$ cat src/rtl/click_sink.sv
// click_sink: clocked consumer endpoint of a 2-phase click FIFO, with a local token buffer.
// Optional consumed-token counter on o_tokens is built only when CLICK_SINK_STATS_EN is defined.
module click_sink #(
  parameter int unsigned DEPTH       = 4,
  parameter int unsigned SYNC_STAGES = 2
) (
  input  logic        clk,
  input  logic        rst,
  input  logic        i_drive,
  output logic        o_free,
  output logic        o_valid,
  input  logic        i_ready,
  output logic [3:0]  o_count,
  output logic        o_overflow,
  output logic [15:0] o_tokens
);

  localparam logic [3:0] DEPTH_C = 4'(DEPTH);

  logic [SYNC_STAGES-1:0] sync_q;
  logic                   prev_q;
  logic                   ack_pending_q;
  logic                   arrival;
  logic                   consume;
  logic [3:0]             count_d;
  logic                   pend_d;
  logic                   ovf_d;
  logic                   free_tgl;

  assign arrival = sync_q[SYNC_STAGES-1] ^ prev_q;
  assign consume = o_valid & i_ready;

  // ack_pending implies o_count == DEPTH, so a serviced deferred ack never
  // coincides with an immediate ack on the same edge.
  always_comb begin
    count_d  = o_count;
    pend_d   = ack_pending_q;
    ovf_d    = o_overflow;
    free_tgl = 1'b0;
    if (arrival && !consume) begin
      if (o_count == DEPTH_C) begin
        ovf_d = 1'b1;
      end else begin
        count_d = o_count + 4'd1;
        if (count_d == DEPTH_C) pend_d = 1'b1;
        else                    free_tgl = 1'b1;
      end
    end else if (consume && !arrival) begin
      count_d = o_count - 4'd1;
      if (ack_pending_q) begin
        free_tgl = 1'b1;
        pend_d   = 1'b0;
      end
    end else if (arrival && consume) begin
      if (o_count == DEPTH_C) begin
        pend_d   = 1'b1;
        free_tgl = ack_pending_q;
      end else begin
        free_tgl = 1'b1;
      end
    end
  end

  always_ff @(posedge clk or posedge rst) begin
    if (rst) begin
      sync_q        <= '0;
      prev_q        <= 1'b0;
      ack_pending_q <= 1'b0;
      o_count       <= '0;
      o_valid       <= 1'b0;
      o_free        <= 1'b0;
      o_overflow    <= 1'b0;
    end else begin
      sync_q        <= {sync_q[SYNC_STAGES-2:0], i_drive};
      prev_q        <= sync_q[SYNC_STAGES-1];
      ack_pending_q <= pend_d;
      o_count       <= count_d;
      o_valid       <= (count_d != 4'd0);
      o_free        <= o_free ^ free_tgl;
      o_overflow    <= ovf_d;
    end
  end

`ifdef CLICK_SINK_STATS_EN
  logic [15:0] tokens_q;

  always_ff @(posedge clk or posedge rst) begin
    if (rst)          tokens_q <= '0;
    else if (consume) tokens_q <= tokens_q + 16'd1;
  end

  assign o_tokens = tokens_q;
`else
  assign o_tokens = '0;
`endif

endmodule
$ cat config.mk
export PLATFORM = sky130hd
export DESIGN_NAME = click_sink
export DESIGN_NICKNAME = d
export VERILOG_FILES = /design/src/rtl/click_sink.sv
export SDC_FILE = /design/constraint.sdc
export NUM_CORES = 1
export LEC_CHECK = 0
export ABC_CLOCK_PERIOD_IN_PS = 2500
export CAP_MARGIN = 15
export CORE_MARGIN = 2
export CORE_UTILIZATION = 39
export CTS_CLUSTER_SIZE = 14
export DETAILED_ROUTE_END_ITERATION = 10
export PLACE_DENSITY = 0.79
export SYNTH_ARGS = -nofsm -noshare
export SYNTH_HDL_FRONTEND = slang
export SYNTH_SLANG_ARGS = --single-unit
$ cat constraint.sdc
create_clock -name clk -period 2.5 [get_ports clk]
set_clock_uncertainty 0.15 [all_clocks]
set_input_delay 0.375 -clock clk [delete_from_list [all_inputs] [get_ports clk]]
set_output_delay 0.375 -clock clk [all_outputs]
set_load 0.01 [all_outputs]
==> results.md <==
* R2R cell count at 8
* DRT Pass-1 Iters at 4
* Clock Pin Slew Worst Setup and Hold Paths at 0.07 ns
* Chip width at 49.9 um
* Synth area leader: dfrtp_1
* Worst reg2reg startpoint: sync_q[1]$_DFF_PP0_
* Skew-Pair Late Insertion Delay at 0.26 ns
* Sink Count at 11
* Fin worst setup slack at 0.137 ns
* Mean post-synth cell area at 9.77 um^2
* Initial core utilization at 41.4%
* Worst slew pin tran at 0.541 ns
* Outcome: finished clean
* Number of global-route vias before repair at 565
* Crit path DAT at 2.33 ns
* CORE AREA at 1980 um^2
* Kind of end point of the critical path: flop
* Routability cong. at 0.879
* DP Wirelength at 1.20 mm
* Reg2reg setup slack at 0.16 ns
* Clk pwr share at 11.7%
* Switching power at 394 uW
* Cts hold-fix bufs at 0
* WHS Path Cells at 0
* Top cells by area, synth: dfrtp_1 (34%), buf_4 (16%), ha_1 (11%)
* Area growth syn-to-layout at 20.7%
* Share of post-route cells with drive strength above 1 at 18.9%
* CP delay by family, top: simple AND/OR/NAND/NOR gates
* Die H at 49.9 um
* Peak Freq at 0.423 GHz
* Vias/cell at 4.66
* I/O Pins at 27
* Count of pins over their slew limit at 0
* First-pass GRT wire length at 2.68 mm
* DRT iter0 DRCs at 14
* Int Power at 569 uW
* RSZ-0062 raised after global routing: no
* FILL cells at 163
* Die area at 2490 um^2
* WL/cell at 11.5 um
* Vias at 620
* Max FO, Critical Path at 8
* Synth unique cells at 31
* Final nets at 118
* Hold Startpoint: sync_q[0]$_DFF_PP0_
* Antenna fix cells at 0
* Total grt overflow at 0
* H-tree Lvls at 1
* Root buf cell: clkbuf_4
* Yosys warns at 0
* CP cell instances: clkdlybuf4s50_1 -> and2_4 -> inv_1 -> ha_1 -> buf_4 -> nand2_1 -> a31oi_1 -> a211o_1 -> or4_1
* Post-synth top area share at 33.5%
* Logic pwr share at 51.8%
* TritonCTS clock tree: yes
* WP buf/inv at 3
* Synth Instances at 84
* Max_slew headroom at 63.9%
* Hold Crit Endpoint: sync_q[1]$_DFF_PP0_
* Initial antenna violation count at 0
* Hold crit path type: reg2reg
* Fraction of the cycle the final worst path needs at 94.5%
* R2R Path End: o_valid$_DFF_PP0_
* Final wirelength at 1.53 mm
* Delay of the slowest cell on the worst path at 0.51 ns
* PwrDens at 971 nW/um^2
* CP required at 2.47 ns
* Fin. Hold Viols at 0
* Residual DRC at 0
* CTS Buf Count at 3
* Fin util at 50.0%
* Longest Clk Path Bufs at 2
* Kind of critical path: in2reg
* Maxcap violations at 0
* Max stage delay cell, worst path: or4_1
* Peak VDD IR at 696 uV
* Register share of total power at 36.6%
* Post-route ant nets at 0
* # setup viols final at 0
* Min Clock Period, post-route at 2.36 ns
* Sequential share of the synthesized area at 33.5%
* Leakage power at 0.000472 uW
* Synthesized cell area at 821 um^2
* Largest net degree at the start of global routing at 17
* Yosys reg bits at 11
* Total track usage at 13.9%
* Dpl ws at -0.141 ns
* Worst setup SP type: input pin
* # rows at 16
* Buffers on Ports at 10
* Switching part of the total at 40.9%
==> synthesized netlist by cell type <==
master     instances
buf_4             18
dfrtp_1           11
ha_1               7
inv_1              7
a31oi_1            4
nor2_1             3
nor3_1             3
xor2_1             3
a21oi_1            2
mux2i_1            2
nand2_1            2
nand2b_1           2
o21ai_1            2
a211o_1            1
a21boi_0           1
a221o_2            1
a22oi_1            1
a31o_1             1
and2_1             1
and4b_1            1
buf_6              1
conb_1             1
nand3b_1           1
nand4bb_1          1
nor2b_2            1
nor4b_2            1
o2bb2ai_1          1
o311ai_1           1
o31ai_1            1
or4_1              1
xnor2_1            1
==> logic make-up (layout without fill, tap and decap cells) <==
logic type | Yosys count | after routing | share of synthesized area [%]
muxes | 2 | 2 | 2.44
adders and majority gates | 7 | 7 | 10.7
DFF | 11 | 11 | 33.5
buffers and inverters | 26 | 33 | 21.0
and+or+nand+nor | 17 | 17 | 13.7
xor gates and xnor gates | 4 | 4 | 4.27
other | 1 | 16 | 0.457
AOI/OAI and AO/OA | 16 | 16 | 13.9
==> area by class of cell <==
| class | instances | area [um^2] | area share [%] |
|---|---|---|---|
| multi-input combinational | 62 | 439 | 44.3 |
| timing repair buffer | 22 | 190 | 19.2 |
| sequential | 11 | 275 | 27.8 |
| clock buffer | 4 | 26.3 | 2.65 |
| tap | 27 | 33.8 | 3.41 |
| inverter | 7 | 26.3 | 2.65 |
==> per-layer routing <==
metal  vias to the layer above  share of wire [%]  global-route usage, %
li1                        301                  -                      -
met1                       292                 44                   19.0
met2                        27                 51                   23.1
met3                         0                4.4                   1.21
met4                         0                  0                   4.17
met5                         -                  0                      0
==> placed cells by master (no fill, tap or decap), types with 2 or more instances in the layout <==
master | Yosys | layout
a21oi_1 | 2 | 2
clkbuf_4 | 0 | 3
ha_1 | 7 | 7
xor2_1 | 3 | 2
clkdlybuf4s50_1 | 0 | 10
o21ai_1 | 2 | 2
mux2i_1 | 2 | 2
nand2b_1 | 2 | 2
nor2_1 | 3 | 3
buf_4 | 18 | 12
a31oi_1 | 4 | 4
nand2_1 | 2 | 2
nor3_1 | 3 | 3
dfrtp_1 | 11 | 11
inv_1 | 7 | 7
conb_1 | 1 | 16
==> timing repair <==
item | CTS | global route
buffers inserted | 0 | 2
endpoints found under the setup margin | 0 | 1
gates resized for setup | 0 | 2
==> power by group through the flow <==
stage                     Clock, uW  Combinational, uW  Sequential, uW
after global routing            124                554             367
after global placement            0                476             345
final                           112                498             352
after detailed placement          0                486             353
after floorplan                   0                325             335
after CTS                       119                492             351
==> metrics by stage <==
| stage | instances | total power (uW) | hold WS, ns | instance area [um^2] | TNS, ns |
|---|---|---|---|---|---|
| after floorplan | 99 | 660 | 0.0774 | 877 | 0 |
| final | 133 | 962 | 0.234 | 991 | 0 |
| after detailed placement | 127 | 838 | 0.208 | 940 | -0.141 |
| after CTS | 131 | 961 | 0.239 | 966 | 0 |
| after global placement | 127 | 820 | 0.191 | 940 | -0.100 |
| after global routing | 133 | 1050 | 0.252 | 991 | 0 |
==> worst max path at each step <==
stage,endpoint,cells after the start,startpoint,slack [ns]
after CTS,o_valid$_DFF_PP0_,8,sync_q[1]$_DFF_PP0_,0.07
after global routing,o_valid$_DFF_PP0_,8,sync_q[1]$_DFF_PP0_,0.02
after global placement,o_valid$_DFF_PP0_,8,i_ready,-0.10
after detailed placement,o_valid$_DFF_PP0_,9,i_ready,-0.14
after floorplan,o_valid$_DFF_PP0_,7,o_valid$_DFF_PP0_,0.36
final,o_valid$_DFF_PP0_,9,i_ready,0.14
==> state kept, by name (all words and copies together) (netlist names) <==
| name | count |
|---|---|
| ack_pending_q | 1 |
| sync_q | 2 |
| o_overflow | 1 |
| prev_q | 1 |
| o_free | 1 |
| o_count | 4 |
| o_valid | 1 |
Note: power is estimated with default switching activity, not from simulation.
